File: config.mk
export PLATFORM = sky130hd
export DESIGN_NAME = bus_adapter_outer_in_fifo_flat
export DESIGN_NICKNAME = d
export VERILOG_FILES = /design/src/rtl/bus_adapter_outer_in_fifo_pkg.sv /design/src/rtl/bus_adapter_outer_in_fifo_if.sv /design/src/rtl/bus_adapter_outer_in_fifo_fifo_tagged.sv /design/src/rtl/bus_adapter_outer_in_fifo.sv /design/src/flat_wrapper.sv
export SDC_FILE = /design/constraint.sdc
export NUM_CORES = 1
export LEC_CHECK = 0
export ABC_AREA = 1
export CORE_UTILIZATION = 45
export DETAILED_ROUTE_END_ITERATION = 12
export PLACE_DENSITY = 0.64
export SYNTH_ARGS = -nofsm -noshare
export SYNTH_HDL_FRONTEND = slang
export SYNTH_HIERARCHICAL = 1
export SYNTH_SLANG_ARGS = --single-unit
File: constraint.sdc
create_clock -name clk -period 8.6 [get_ports clk]
set_clock_uncertainty 0.2 [all_clocks]
set_input_delay 1.72 -clock clk [delete_from_list [all_inputs] [get_ports clk]]
set_output_delay 1.72 -clock clk [all_outputs]
set_load 0.05 [all_outputs]
File: src/rtl/bus_adapter_outer_in_fifo_pkg.sv
// Shared types and defaults for the outer-to-hub ingress adapter.
// Contents: transfer state encoding, default data width, length-field width and buffer depth.
package bus_adapter_outer_in_fifo_pkg;

  typedef enum logic [1:0] {
    StIdle  = 2'd0,
    StCount = 2'd1,
    StAuto  = 2'd2,
    StDrain = 2'd3
  } state_e;

  localparam int unsigned OuterMaxWordLen = 15;
  localparam int unsigned DefaultWidth    = 64;
  localparam int unsigned DefaultDepth    = 4;

endpackage

File: src/rtl/bus_adapter_outer_in_fifo_if.sv
// Handshake bundle of the ingress adapter: command, outer source, hub port, completion report.
// Modports: master = surrounding system (drives cmd/outer data/hub acks),
//           slave  = the adapter.
interface bus_adapter_outer_in_fifo_if
  import bus_adapter_outer_in_fifo_pkg::*;
#(
  parameter int unsigned W     = DefaultWidth,
  parameter int unsigned LEN_W = OuterMaxWordLen
);
  logic [LEN_W-1:0] cmd;
  logic             cmd_isReady;
  logic             cmd_canReceive;
  logic [W-1:0]     o__in;
  logic             o__in_isReady;
  logic             o__in_canReceive;
  logic [W-1:0]     h__in;
  logic             h__in_isReady;
  logic             h__in_canReceive;
  logic             h__in_isLast_in;
  logic             h__in_isLast_out;
  logic [LEN_W-1:0] done_count;
  logic             done_isReady;

  modport master (
    output cmd, cmd_isReady, o__in, o__in_isReady, h__in_canReceive, h__in_isLast_out,
    input  cmd_canReceive, o__in_canReceive, h__in, h__in_isReady, h__in_isLast_in,
           done_count, done_isReady
  );

  modport slave (
    input  cmd, cmd_isReady, o__in, o__in_isReady, h__in_canReceive, h__in_isLast_out,
    output cmd_canReceive, o__in_canReceive, h__in, h__in_isReady, h__in_isLast_in,
           done_count, done_isReady
  );
endinterface

File: src/rtl/bus_adapter_outer_in_fifo_fifo_tagged.sv
// Fully registered FIFO (no bypass) holding {tag, data} entries; reusable for ingress/egress.
// Ports: clk, rst (async active-low), push/wdata, pop/rdata, full, empty.
// rdata reads 0 when empty. Pointers carry one extra wrap bit for full/empty detection.
module bus_adapter_outer_in_fifo_fifo_tagged #(
  parameter int unsigned WIDTH = 65,
  parameter int unsigned DEPTH = 4
) (
  input  logic             clk,
  input  logic             rst,
  input  logic             push,
  input  logic [WIDTH-1:0] wdata,
  input  logic             pop,
  output logic [WIDTH-1:0] rdata,
  output logic             full,
  output logic             empty
);
  localparam int unsigned AW = $clog2(DEPTH);

  logic [WIDTH-1:0] mem_q [DEPTH];
  logic [AW:0]      wptr_q, rptr_q;
  logic             do_push, do_pop;

  assign empty   = (wptr_q == rptr_q);
  assign full    = (wptr_q[AW] != rptr_q[AW]) && (wptr_q[AW-1:0] == rptr_q[AW-1:0]);
  assign do_push = push && !full;
  assign do_pop  = pop && !empty;
  assign rdata   = empty ? '0 : mem_q[rptr_q[AW-1:0]];

  always_ff @(posedge clk or negedge rst) begin
    if (!rst) begin
      wptr_q <= '0;
      rptr_q <= '0;
      for (int i = 0; i < int'(DEPTH); i++) mem_q[i] <= '0;
    end else begin
      if (do_push) begin
        mem_q[wptr_q[AW-1:0]] <= wdata;
        wptr_q                <= wptr_q + 1'b1;
      end
      if (do_pop) rptr_q <= rptr_q + 1'b1;
    end
  end

endmodule

File: src/rtl/bus_adapter_outer_in_fifo.sv
// Outer-to-hub ingress adapter: buffers outer words in a tagged FIFO and frames them for a
// bus-switch input port, with counted or hub-terminated (automatic) transfers and a
// one-cycle completion report carrying the number of words delivered.
// Ports: clk, rst (async active-low), bus (slave side of the adapter interface).
module bus_adapter_outer_in_fifo
  import bus_adapter_outer_in_fifo_pkg::*;
#(
  parameter int unsigned W     = DefaultWidth,
  parameter int unsigned LEN_W = OuterMaxWordLen,
  parameter int unsigned DEPTH = DefaultDepth
) (
  input logic                         clk,
  input logic                         rst,
  bus_adapter_outer_in_fifo_if.slave  bus
);
  state_e           state_q;
  logic [LEN_W-1:0] remaining_q;
  logic [LEN_W-1:0] delivered_q;
  logic [LEN_W-1:0] done_count_q;
  logic             done_q;

  logic [W:0]       head;
  logic             full, empty;
  logic             push, pop, cmd_fire, push_last;
  logic [LEN_W-1:0] pop_inc;

  assign cmd_fire  = (state_q == StIdle) && bus.cmd_isReady;
  assign push      = bus.o__in_isReady && bus.o__in_canReceive;
  assign pop       = !empty && bus.h__in_canReceive;
  assign push_last = (state_q == StCount) && (remaining_q == LEN_W'(1));
  assign pop_inc   = {{(LEN_W-1){1'b0}}, pop};

  bus_adapter_outer_in_fifo_fifo_tagged #(
    .WIDTH (W + 1),
    .DEPTH (DEPTH)
  ) u_fifo (
    .clk   (clk),
    .rst   (rst),
    .push  (push),
    .wdata ({push_last, bus.o__in}),
    .pop   (pop),
    .rdata (head),
    .full  (full),
    .empty (empty)
  );

  assign bus.cmd_canReceive   = (state_q == StIdle);
  // Full blocks the outer side even when a pop frees a slot this cycle.
  assign bus.o__in_canReceive = ((state_q == StCount) || (state_q == StAuto)) && !full;
  assign bus.h__in            = head[W-1:0];
  assign bus.h__in_isReady    = !empty;
  assign bus.h__in_isLast_in  = head[W];
  assign bus.done_count       = done_count_q;
  assign bus.done_isReady     = done_q;

  always_ff @(posedge clk or negedge rst) begin
    if (!rst) begin
      state_q      <= StIdle;
      remaining_q  <= '0;
      delivered_q  <= '0;
      done_count_q <= '0;
      done_q       <= 1'b0;
    end else begin
      done_q <= 1'b0;
      // A pop in the accept cycle already belongs to the new transfer.
      delivered_q <= cmd_fire ? pop_inc : delivered_q + pop_inc;
      unique case (state_q)
        StIdle: begin
          if (bus.cmd_isReady) begin
            if (bus.cmd != '0) begin
              state_q     <= StCount;
              remaining_q <= bus.cmd;
            end else begin
              state_q <= StAuto;
            end
          end
        end
        StCount: begin
          if (push) begin
            remaining_q <= remaining_q - LEN_W'(1);
            if (push_last) state_q <= StDrain;
          end
        end
        StDrain: begin
          if (pop && head[W]) begin
            state_q      <= StIdle;
            done_q       <= 1'b1;
            done_count_q <= delivered_q + pop_inc;
          end
        end
        StAuto: begin
          if (bus.h__in_isLast_out) begin
            state_q      <= StIdle;
            done_q       <= 1'b1;
            done_count_q <= delivered_q + pop_inc;
          end
        end
        default: state_q <= StIdle;
      endcase
    end
  end

endmodule

File: src/flat_wrapper.sv
// flat-port wrapper written by rule: the top's interface ports become plain ports
module bus_adapter_outer_in_fifo_flat import bus_adapter_outer_in_fifo_pkg::*;
#(
  parameter int unsigned W     = DefaultWidth,
  parameter int unsigned LEN_W = OuterMaxWordLen,
  parameter int unsigned DEPTH = DefaultDepth
)
  (clk, rst, bus_cmd, bus_cmd_isReady, bus_o__in, bus_o__in_isReady, bus_h__in_canReceive, bus_h__in_isLast_out, bus_cmd_canReceive, bus_o__in_canReceive, bus_h__in, bus_h__in_isReady, bus_h__in_isLast_in, bus_done_count, bus_done_isReady);
  bus_adapter_outer_in_fifo_if #(.W(W), .LEN_W(LEN_W)) bus_i ();
  input logic clk;
  input logic rst;
  input wire logic [$bits(bus_i.cmd)-1:0] bus_cmd;
  input wire logic [$bits(bus_i.cmd_isReady)-1:0] bus_cmd_isReady;
  input wire logic [$bits(bus_i.o__in)-1:0] bus_o__in;
  input wire logic [$bits(bus_i.o__in_isReady)-1:0] bus_o__in_isReady;
  input wire logic [$bits(bus_i.h__in_canReceive)-1:0] bus_h__in_canReceive;
  input wire logic [$bits(bus_i.h__in_isLast_out)-1:0] bus_h__in_isLast_out;
  output wire logic [$bits(bus_i.cmd_canReceive)-1:0] bus_cmd_canReceive;
  output wire logic [$bits(bus_i.o__in_canReceive)-1:0] bus_o__in_canReceive;
  output wire logic [$bits(bus_i.h__in)-1:0] bus_h__in;
  output wire logic [$bits(bus_i.h__in_isReady)-1:0] bus_h__in_isReady;
  output wire logic [$bits(bus_i.h__in_isLast_in)-1:0] bus_h__in_isLast_in;
  output wire logic [$bits(bus_i.done_count)-1:0] bus_done_count;
  output wire logic [$bits(bus_i.done_isReady)-1:0] bus_done_isReady;
  assign bus_i.cmd = bus_cmd;
  assign bus_i.cmd_isReady = bus_cmd_isReady;
  assign bus_i.o__in = bus_o__in;
  assign bus_i.o__in_isReady = bus_o__in_isReady;
  assign bus_i.h__in_canReceive = bus_h__in_canReceive;
  assign bus_i.h__in_isLast_out = bus_h__in_isLast_out;
  assign bus_cmd_canReceive = bus_i.cmd_canReceive;
  assign bus_o__in_canReceive = bus_i.o__in_canReceive;
  assign bus_h__in = bus_i.h__in;
  assign bus_h__in_isReady = bus_i.h__in_isReady;
  assign bus_h__in_isLast_in = bus_i.h__in_isLast_in;
  assign bus_done_count = bus_i.done_count;
  assign bus_done_isReady = bus_i.done_isReady;
  bus_adapter_outer_in_fifo #(.W(W), .LEN_W(LEN_W), .DEPTH(DEPTH)) u_core (.clk(clk), .rst(rst), .bus(bus_i));
endmodule
Word level (Yosys, flattened, before mapping)
Index checks and enable logic that the tools add are counted.
Operators by class
  add/sub/neg operators: 4
  multipliers: 0
  divide/modulo/power cells: 0
  magnitude comparators: 3
  equal/unequal tests: 13
  shift-type cells: 0
  muxes and demuxes: 25
  bitwise operators: 2
  reductions and logical operators: 20
Operators by type and width (number)
  bitwise mux 260 bit: 1
  2-to-1 mux 65 bit: 4
  binary-select mux 65 bit (select 2 bit): 1
  demux 65 bit (select 2 bit): 1
  2-to-1 mux 15 bit: 6
  case mux 15 bit (2 select lines): 2
  adder 15 x 1 -> 15 bit: 1
  equality test 15 x 1 -> 1 bit (second input constant): 1
  nonzero test 15 bit: 1
  subtractor 15 x 1 -> 15 bit (second input constant): 1
  2-to-1 mux 2 bit: 6
  logical AND 1 bit: 10
  case mux 2 bit (4 select lines): 1
  adder 3 x 1 -> 3 bit (second input constant): 2
  >= comparator 3 bit (second input constant): 2
  != test 2 x 1 -> 1 bit (second input constant): 3
  != test 2 bit (second input constant): 3
  NOT 2 -> 3 bit: 2
  AND reduction 5 bit: 1
  equality test 2 bit (second input constant): 2
  AND reduction 4 bit: 1
  nonzero test 2 bit: 2
  equality test 3 bit: 1
  < comparator 3 x 1 -> 1 bit (second input constant): 1
  9 further kinds: 11
Word-level totals
  register bits: 314
  latch bits: 0
  RAM bits: 0
  memory bits (read-only): 0
  bits of input ports: 85
  output and inout port bits: 84
  word-level logic and storage cells: 78
  memories: 0

Depth between registers and ports, before layout
  depth after elaboration: 8
  mapped depth: 17

Cells and area by module
Netlist, hierarchy kept.
By module, submodules not included
  bus_adapter_outer_in_fifo_fifo_tagged: times used 1, cells each 1716, area each 13386.6 µm²
  bus_adapter_outer_in_fifo: times used 1, cells each 400, area each 2914.0 µm²

Least setup slack after synthesis
No wires, ideal clock.
  path type: reg2out
  start: register u_core.u_fifo.rptr_q[0]
  end: output bus_o__in_canReceive
  arrival: 1930 ps
  required time: 6680 ps
  path slack: 4750 ps
  cell stages (with the launch flop): 10
  path through: dfrtp_1 > buf_4 > buf_6 > nand2_1 > nand2_2 > nand3_4 > buf_6 > buf_2 > inv_1 > nor2_1
Between the ends
  word-level cells in the longest chain between the ends: 4
RTL lines
  start, declared: RTL line bus_adapter_outer_in_fifo_fifo_tagged.sv:20  | logic [AW:0] wptr_q, rptr_q;
  start signal, assigned: RTL line bus_adapter_outer_in_fifo_fifo_tagged.sv:39  | if (do_pop) rptr_q <= rptr_q + 1'b1;
  equality test 2 bit: RTL line bus_adapter_outer_in_fifo_fifo_tagged.sv:24  | assign full = (wptr_q[AW] != rptr_q[AW]) && (wptr_q[AW-1:0] == rptr_q[AW-1:0]);
  logical AND 1 bit: RTL line bus_adapter_outer_in_fifo_fifo_tagged.sv:24
  via u_core.full: RTL line bus_adapter_outer_in_fifo.sv:23  | logic full, empty;
  zero test 1 bit: RTL line bus_adapter_outer_in_fifo.sv:49  | assign bus.o__in_canReceive = ((state_q == StCount) || (state_q == StAuto)) && !full;
  logical AND 1 bit: RTL line bus_adapter_outer_in_fifo.sv:49
  end, declared: RTL line flat_wrapper.sv:19  | output wire logic [$bits(bus_i.o__in_canReceive)-1:0] bus_o__in_canReceive;
The timed path passes the listed nets, and every way through them passes these cells.

Final worst setup path
  start: register u_core.u_fifo.rptr_q[0]
  end: output bus_h__in[3]
Between the ends
  word-level cells in the longest chain between the ends: 5
  elaborated cells on any way between the ends: 6
  those cells by class: 1 x eq/ne; 4 x mux; 1 x bitwise
RTL lines
  NOT 2 -> 3 bit (not written as such): RTL line bus_adapter_outer_in_fifo_fifo_tagged.sv:27  | assign rdata = empty ? '0 : mem_q[rptr_q[AW-1:0]];
  binary-select mux 65 bit (select 2 bit): RTL line bus_adapter_outer_in_fifo_fifo_tagged.sv:27
  2-to-1 mux 65 bit (not written as such) (2 in a row): RTL line bus_adapter_outer_in_fifo_fifo_tagged.sv:27
  2-to-1 mux 65 bit *: RTL line bus_adapter_outer_in_fifo_fifo_tagged.sv:27
  end, declared: RTL line flat_wrapper.sv:20  | output wire logic [$bits(bus_i.h__in)-1:0] bus_h__in;
Mark *: on every way between the ends. The rest lies on a longest branch, timed or not. The select of a mux whose other input is x is not followed.

==> out/metrics.yaml <==
die_w_um: 192
clock-sinks: 314
groute.layer.met3.usage_pct: 3.22
core_area_um2: 35600
cp_slowest_stage_delay_ns: 1.04
combinationalPowerShare_pct: 56.0
rsz0062_at_grt: "false"
library_cell_with_the_highest_instance_count_after_synthesis: "sky130_fd_sc_hd__nand2_1"
synth_top_flop_cell: "sky130_fd_sc_hd__dfrtp_1"
dr.first_iter.drc_count: 1313
postPlaceCellArea_um2: 17900
first_pass_iters: 5
critPathArrivalTime_ns: 4.78
synthArstFlopShare_pct: 100
gr-max-usage-layer: "met2"
drv_cap: 0
hold_viol: 0
finalSetupTns_ns: 0
mappedNetlistArea_um2: 16300
number_of_cells_on_the_worst_hold_path: 2
h-tree-depth: 2
tightest_slew_ns: 1.12
drc_violation_count_after_routing: 0
count_of_flip_flops_with_a_built_in_enable_after_synthesis: 0
path_cells: "clkinv_2 > nand2_1 > nand2_2 > nand3_4 > nand2_1 > inv_1 > clkdlybuf4s50_1"
ir_drop_mv: 0.314
floorplan.die_area_um2: 37000
grt_pass1_wl_mm: 77.0
grt_overflow: 0
rows: 69
gp_congestion: 0.821
critical_path_required_ns: 6.68
internal_power_summed_over_all_cells_w: 0.00443
global_route.usage.total_pct: 25.9
final_cell_area_um2: 19000
finalWorstSetupSlack_ns: 1.90
dp_worst_setup_slack_ns: 2.41
path_clk_slew_ns: 0.06
outcome: "complete, no violations"
multiInputGateArea_um2: 7140
yosysUniqueCellTypes: 36
drt-wirelength-per-cell_um: 17.7
floorplan.die.height_um: 192
cts.root.buffer_cell: "sky130_fd_sc_hd__clkbuf_16"
cp.depth: 7
fin_crit_ns: 6.70
synth_seq_cells: 314
areaGrowthSynthToFinish_pct: 16.6
cellLeakagePower_nw: 9.57
insertedDiodeCount: 0
use_met2_pct: 40.6
setup-violations-final: 0
ys_top_cells_by_count: "741 x sky130_fd_sc_hd__nand2_1, 314 x sky130_fd_sc_hd__dfrtp_1, 267 x sky130_fd_sc_hd__nand4_1"
clock_tree_from_tritoncts: "done"
timing.critical_path.mode_cell: "sky130_fd_sc_hd__nand2_1"
post_synth_main_area_contributors: "sky130_fd_sc_hd__dfrtp_1 48%, sky130_fd_sc_hd__nand2_1 17%, sky130_fd_sc_hd__nand4_1 10%, sky130_fd_sc_hd__nor2_1 4.4%, sky130_fd_sc_hd__o21ai_0 4.3%"
nFillCells: 3429
place.port_buffers: 168
yosysSeqAreaShare_pct: 48.2
yosysTopAreaCellShare_pct: 48.2
power_per_cell_area_nw_per_um2: 476
critPathLaunchType: "flop"
synth_fp_nets: 2215
grt_pass1_vias: 14400
post_route_cells_drive_above_1_share_pct: 5.33
antenna_found_initial: 0
timing.critical_path.max_delay_family: "buffers and inverters"
slew_violations: 0
post-synth-top-area-cell: "sky130_fd_sc_hd__dfrtp_1"
clock_latency_ns: 0.52
end_kind: "output port"
reg2reg_depth: 12
worstPathMaxFanout: 72
yosysWarningCount: 6
post-cts-setup-buffer-count: 0
min_period_over_period_pct: 77.9
cts_buffers: 37
critPathKind: "reg2out"
max_clock_freq_mhz: 149
route.final.wire_length_mm: 47.1
initial_utilization_pct: 45.8
cts.repair.resized: 0
global_route.usage.met1_pct: 37.7
deepest_clock_path_buffer_count: 3
hold_path_class: "reg2reg"
syn_avg_cell_area_um2: 7.70
power.sequential.fraction_pct: 27.4
power_switching_share_pct: 51.1
fin_worst_hold_slack_ns: 0.264
hold_buffers: 0
cell_count_after_synthesis: 2116
final_nets: 2268
cpMaxStageDelayCell: "sky130_fd_sc_hd__clkinv_2"
antenna_left: 0
maximum_number_of_pins_on_one_net_before_global_route_repair: 137
timing.max_slew.rel_slack_pct: 25.6
pwr-share-clk_pct: 16.7
post_dp_hpwl_mm: 25.7
num_vias: 14900
drt-vias-per-instance: 5.63
cp.buffers_inverters: 3
seqCellArea_um2: 7860
power_switching_w: 0.00462
design.portCount: 169
[cell type report]
cell class                      instances  share of cell area, %
Timing Repair Buffer                  186                   9.65
Clock buffer                           53                   5.62
Clock inverter                         11                  0.467
Multi-Input combinational cell       1513                   37.5
Sequential cell                       314                   41.4
Inverter                              117                   2.34
Tap cell                              461                   3.03
[power by group through the flow]
stage,Clock (W),Combinational (W),Sequential (W)
2_1_floorplan,0,0.00370,0.00237
3_3_place_gp,0,0.00499,0.00247
3_5_place_dp,0,0.00506,0.00248
4_1_cts,0.00154,0.00507,0.00247
5_1_grt,0.00160,0.00553,0.00255
6_report,0.00151,0.00507,0.00248
[final timing paths]
path                                                            from                                    to  slack (ns)
worst max-delay path             u_core/u_fifo/rptr_q[0]$_DFFE_PN0P_                          bus_h__in[3]        1.90
worst min-delay path            u_core/u_fifo/mem_q[154]$_DFFE_PN0P_  u_core/u_fifo/mem_q[154]$_DFFE_PN0P_        0.26
worst max register to register   u_core/u_fifo/rptr_q[0]$_DFFE_PN0P_   u_core/u_fifo/mem_q[20]$_DFFE_PN0P_        2.38
worst min register to register  u_core/u_fifo/mem_q[154]$_DFFE_PN0P_  u_core/u_fifo/mem_q[154]$_DFFE_PN0P_        0.26
max in group asynchronous                                        rst   u_core/u_fifo/rptr_q[0]$_DFFE_PN0P_        5.54
min in group asynchronous                                        rst  u_core/bus.done_count[4]$_DFFE_PN0P_        1.05
[worst reg2reg max path, stage by stage, from the launching register on]
cell and delay (ns):
sky130_fd_sc_hd__dfrtp_4 0.93, sky130_fd_sc_hd__clkinv_2 1.05, sky130_fd_sc_hd__nand2_1 0.33, sky130_fd_sc_hd__nand2_2 0.13, sky130_fd_sc_hd__nand3_4 0.53, sky130_fd_sc_hd__inv_1 0.22, sky130_fd_sc_hd__inv_1 0.09, sky130_fd_sc_hd__nand3_1 0.15
sky130_fd_sc_hd__inv_6 0.64, sky130_fd_sc_hd__nand3_2 1.04, sky130_fd_sc_hd__buf_4 0.62, sky130_fd_sc_hd__nand2_1 0.13, sky130_fd_sc_hd__nand2_1 0.06
[metrics by stage]
step	power, W	std cells	util [%]
6_report	0.00905	2655	53.5
5_1_grt	0.00968	2655	53.5
4_1_cts	0.00907	2655	53.5
3_5_place_dp	0.00754	2591	50.2
3_3_place_gp	0.00746	2591	50.2
2_1_floorplan	0.00608	2116	-
[kinds of logic after synthesis]
group | synth area share [%]
AND/OR/NAND/NOR | 34.3
XOR/XNOR | 0.484
buffers and inverters | 8.16
AO/OA/AOI/OAI | 7.74
flip-flops | 48.2
adder cells (fa/ha/maj) | 1.07
[placed cells by master, fill, tap and decap left out, types with 17 or more instances in the layout]
cell type,instances
sky130_fd_sc_hd__nand3_1,29
sky130_fd_sc_hd__inv_1,110
sky130_fd_sc_hd__nand4_1,267
sky130_fd_sc_hd__buf_4,17
sky130_fd_sc_hd__clkbuf_16,39
sky130_fd_sc_hd__o21ai_0,141
sky130_fd_sc_hd__clkdlybuf4s50_1,167
sky130_fd_sc_hd__nor2_1,191
sky130_fd_sc_hd__nand2_1,741
sky130_fd_sc_hd__dfrtp_1,312
sky130_fd_sc_hd__o22ai_1,66
[metal layers]
layer / wire [um] / vias up
li1: - / 7120
met1: 21500 / 7178
met2: 21600 / 580
met3: 3130 / 65
met4: 848 / 0
met5: 0 / -
[sequential cells by signal, indices dropped and copies added (netlist names)]
register	cells
u_core/bus.done_count	15
u_core/u_fifo/wptr_q	3
u_core/u_fifo/rptr_q	3
u_core/state_q	2
u_core/bus.done_isReady	1
u_core/remaining_q	15
u_core/delivered_q	15
u_core/u_fifo/mem_q	260
Power figures use the tool's default switching activity.
==> edit 1 (same flow settings) <==
`DefaultDepth`: 4 -> 2.
--- a/src/rtl/bus_adapter_outer_in_fifo_pkg.sv
+++ b/src/rtl/bus_adapter_outer_in_fifo_pkg.sv
@@ -11,7 +11,7 @@
 
   localparam int unsigned OuterMaxWordLen = 15;
   localparam int unsigned DefaultWidth    = 64;
-  localparam int unsigned DefaultDepth    = 4;
+  localparam int unsigned DefaultDepth    = 2;
 
 endpackage
 
Formal check against the unedited RTL: not equivalent (Yosys sat finds a counterexample within 4 cycles, from zero or initial values and one cycle with rst low).
==> edit 1 against the original RTL <==
Setup slack better by 930 ps. Via count down 43%. Final cell count down 39%. Wire length down 46%. Cell area down 39%. Total power down 42%. Sequential cell count down 132. Area after synthesis down 42%.
==> edit 1: results (changes against the original RTL) <==
----------------------------------------------------
[Placement]
  Worst slack, placed ... 3261 ps (was 2407 ps)
  Instance area at placement ... 11060 um2 (was 17850 um2)
  Detailed placement HPWL ... 15340 um (was 25740 um)
  Placer congestion estimate ... 0.8375 (was 0.8211)
  Number of placed cells counting well taps ... 1590 (was 2591)

[Run status]
  Status ... complete, no violations (unchanged)

[Clocking]
  Buffer levels on the longest clock path ... 2 (was 3)
  Max H-tree Level ... 4 (was 2)

[Layout]
  Utilization of the core after routing ... 57.04% (was 53.45%)
  Count of filler cells inserted in the layout ... 1976 (was 3429)
  Max reg flops ... 130 (was 260)

[Setup path]
  Reg-to-reg critical path startpoint ... u_core/u_fifo/wptr_q[0] (was u_core/u_fifo/rptr_q[0])
  Critical path data arrival time ... 3850 ps (was 4780 ps)
  Slowest library cell on the worst path ... inv_2 (was clkinv_2)
  Max Fanout on Critical Path ... 67 (was 72)
  Slowest stage delay, CP ... 930 ps (was 1040 ps)

[Min path]
  Launch point of the worst hold path ... u_core/u_fifo/mem_q[114] (was u_core/u_fifo/mem_q[154])

[GRT]
  Antenna violations before repair ... 1 (was 0)
  Vias in the first global route ... 8036 (was 14.37k)
  Pin count of the biggest net entering global routing ... 91 (was 137)
  Wire length of the first global-routing pass ... 41840 um (was 77020 um)

[Synthesis]
  Instance count of the mapped netlist ... 1229 (was 2116)
  Most numerous cell types in the synthesized netlist ... 539 x nand2_1, 182 x dfrtp_1, 137 x nand4_1 (was 741 x nand2_1, 314 x dfrtp_1, 267 x nand4_1)
  Number of nets produced by synthesis ... 1323 (was 2215)
  Biggest area contributors in the synthesized netlist ... dfrtp_1 48%, nand2_1 21%, nand4_1 9.1%, a21oi_1 3.7%, nor2_1 2.4% (was dfrtp_1 48%, nand2_1 17%, nand4_1 10%, nor2_1 4.4%, o21ai_0 4.3%)

[Power and ir drop]
  Worst vdd ir ... 264.3 uV (was 314.0 uV)
  Leak Pwr ... 5.559 nW (was 9.571 nW)

[Timing]
  Max-slew headroom at the worst pin ... 13.10% (was 25.59%)

[Routing]
  Detailed-route wire length ... 25280 um (was 47090 um)
  Per-cell routed wire length ... 15.58 um (was 17.74 um)

----------------------------------------------------
-- edit 1: area by class of cell --
class / count / area share (%)
Inverter: 49 / 1.600
Tap cell: 270 / 2.899
Sequential cell: 182 / 39.10
Multi-Input combinational cell: 911 / 36.24
Clock buffer: 20 / 3.833
Antenna cell: 1 / 0.02147
Timing Repair Buffer: 178 / 15.08
Clock inverter: 12 / 1.224
-- edit 1: kinds of logic after synthesis --
| logic type | after synthesis | share of synthesized area [%] |
|---|---|---|
| AND/OR/NAND/NOR | 795 | 37.05 |
| adder cells (fa/ha/maj) | 9 | 1.191 |
| flip-flops | 182 | 48.19 |
| buffers and inverters | 136 | 7.135 |
| AO/OA/AOI/OAI | 98 | 5.600 |
| XOR/XNOR | 9 | 0.8340 |
-- edit 1: tightest hold or removal path, cell delays in order, from the launching register on --
cell and delay, ps:
dfrtp_1 340, nand2_1 50, nand2_1 40
-- edit 1: per-layer routing --
| metal | up-vias | track usage, % | share of wire (%) |
|---|---|---|---|
| met5 | - | 0 | 0 |
| met4 | 0 | 6.753 | 1.2 |
| met3 | 21 | 4.534 | 6.1 |
| met2 | 248 | 37.73 | 46 |
| met1 | 4031 | 34.58 | 46 |
| li1 | 4240 | - | - |
-- edit 1: final timing paths --
check                                           endpoint  slack, ps  cells past startpoint
worst max register to register   u_core/u_fifo/mem_q[30]       3970                     10
max in group asynchronous        u_core/u_fifo/mem_q[31]       5860                      2
worst max-delay path                       bus_h__in[34]       2830                      8
worst min register to register  u_core/u_fifo/mem_q[114]        270                      2
min in group asynchronous          u_core/remaining_q[6]       1080                      1
worst min-delay path            u_core/u_fifo/mem_q[114]        270                      2
-- edit 1: where the power goes --
part           internal (mW)  switching, mW  total, mW
Clock                  0.442          0.348      0.790
Sequential              1.20          0.225       1.43
Combinational          0.868           2.15       3.02
Total                   2.51           2.73       5.24
==> edit 2 (same settings) <==
Made on the original files. Make the reset (`rst`) synchronous in 2 clocked blocks. Comments in the files are not updated.
--- a/src/rtl/bus_adapter_outer_in_fifo_fifo_tagged.sv
+++ b/src/rtl/bus_adapter_outer_in_fifo_fifo_tagged.sv
@@ -26,7 +26,7 @@
   assign do_pop  = pop && !empty;
   assign rdata   = empty ? '0 : mem_q[rptr_q[AW-1:0]];
 
-  always_ff @(posedge clk or negedge rst) begin
+  always_ff @(posedge clk) begin
     if (!rst) begin
       wptr_q <= '0;
       rptr_q <= '0;
--- a/src/rtl/bus_adapter_outer_in_fifo.sv
+++ b/src/rtl/bus_adapter_outer_in_fifo.sv
@@ -53,7 +53,7 @@
   assign bus.done_count       = done_count_q;
   assign bus.done_isReady     = done_q;
 
-  always_ff @(posedge clk or negedge rst) begin
+  always_ff @(posedge clk) begin
     if (!rst) begin
       state_q      <= StIdle;
       remaining_q  <= '0;
Behaviour: differs if rst is asserted again (counterexample within 4 cycles, from zero or initial values and one cycle with rst low); with rst held inactive, the same outputs for 4 cycles.
==> edit 2 against the original RTL <==
Area after synthesis shrank 6.2%. Global-route usage shrank 4.7 points. Final cell count is 20% lower. Wire length down 22%. Sequential cell count increased by 2. Setup slack improved by 940 ps. Largest cell class unchanged. Fmax rose by 16%. Cell area fell by 3.5%.
Power is not compared: it rests on default switching activity, and its combinational part moved more than twofold at a synthesized area within 25%.
==> edit 2: results (changes against the original RTL) <==
----------------------------------------------------
[Run status]
  Status ... complete, no violations (unchanged)

[Power and ir drop]
  Comb. pwr ... 1.91 mW

[Synthesis]
  Seq/Total Area, Yosys ... 58.41% (was 48.20%)
  Asr flop ratio synth ... 0% (was 100.0%)
  Number of nets produced by synthesis ... 1647 (was 2215)
  Avg Synthesized Cell Area ... 9.856 um2 (was 7.704 um2)
  Biggest area contributors in the synthesized netlist ... edfxtp_1 51%, dfxtp_1 7.3%, nor2_1 5.5%, nor3_2 4.7%, nand2_1 4.5% (was dfrtp_1 48%, nand2_1 17%, nand4_1 10%, nor2_1 4.4%, o21ai_0 4.3%)
  Library cells used by synthesis ... 34 (was 36)

[Layout]
  Non-clock buffer total of the final layout ... 182 (was 186)
  Largest register by flop count ... u_core/u_fifo/mem_q (unchanged)
  Share of cells above drive strength 1 ... 9.651% (was 5.333%)
  Clock buffers ... 51 (was 53)
  Nets@finish ... 1761 (was 2268)
  Count of filler cells inserted in the layout ... 2934 (was 3429)
  Buffer share of cell area ... 9.742% (was 9.648%)
  Share of cell area taken by multi-input logic gates ... 28.73% (was 37.53%)
  Number of multi-input combinational cells ... 944 (was 1513)
  Clock distribution area overhead in the final layout ... 5.922% (was 6.087%)
  Filler-free cell count of the finished design ... 2137 (was 2655)
  Logic inverters ... 186 (was 117)

[GRT]
  Met1 usage in global routing ... 27.15% (was 37.71%)
  Met2 usage in global routing ... 37.39% (was 40.63%)
  Wire length of the first global-routing pass ... 59080 um (was 77020 um)
  Total track usage ... 21.16% (was 25.88%)
  Met3 GRT Util ... 2.802% (was 3.219%)
  Pin count of the biggest net entering global routing ... 83 (was 137)

[Clocking]
  CTS Buf Count ... 35 (was 37)
  Post-CTS setup buffers ... 0 (unchanged)
  Clock sink count ... 316 (was 314)
  Clock slew at the register clock pins of the worst setup and hold paths ... 60 ps (about the same)

[Placement]
  Placer congestion estimate ... 0.8551 (was 0.8211)
  Detailed placement HPWL ... 20850 um (was 25740 um)

[Setup path]
  Max Fanout on Critical Path ... 67 (was 72)
  Slowest library cell on the worst path ... dfxtp_4 (was clkinv_2)
  Slowest stage delay, CP ... 930 ps (was 1040 ps)

[Routing]
  Number of design-rule violations left by the first detailed-router iteration ... 714 (was 1313)
  Wire length the detailed router placed on met1 ... 15870 um (was 21500 um)
  Sum of met3 wire segment lengths after detailed routing ... 1945 um (was 3131 um)
  Routed wl met2 ... 18360 um (was 21620 um)
  Routed vias ... 11.34k (was 14.94k)
  Per-cell routed wire length ... 17.26 um (was 17.74 um)

[Timing]
  Slew @ Worst Pin ... 1110 ps (was 1116 ps)

----------------------------------------------------
-- edit 2: stage by stage --
step                      cell area, um2  hold WS, ps  setup slack (ps)  power [mW]
after floorplan                    15290        260.8             896.6       3.508
after global placement             17250        268.9              3223       4.057
after CTS                          18340        288.1              2818       5.518
after detailed placement           17250        281.2              3159       4.083
final                              18340        290.3              2834       5.485
after global routing               18340        329.1              2561       5.757
-- edit 2: logic make-up after synthesis --
group | share of synthesized area, %
muxes | 4.256
adders and majority gates | 0.9003
AOI/OAI and AO/OA | 6.875
buffers and inverters | 7.620
and+or+nand+nor | 21.20
xor gates and xnor gates | 0.7448
DFF | 58.41
-- edit 2: worst paths after layout --
kind / from / endpoint / slack [ps] / cells after the start
worst max-delay path: register / bus_h__in_isLast_in / 2830 / 6
worst min-delay path: u_core/delivered_q[14] / u_core/delivered_q[14] / 290 / 2
worst max register to register: u_core/u_fifo/wptr_q[0] / u_core/u_fifo/mem_q[0][37] / 4290 / 11
worst min register to register: u_core/delivered_q[14] / u_core/delivered_q[14] / 290 / 2
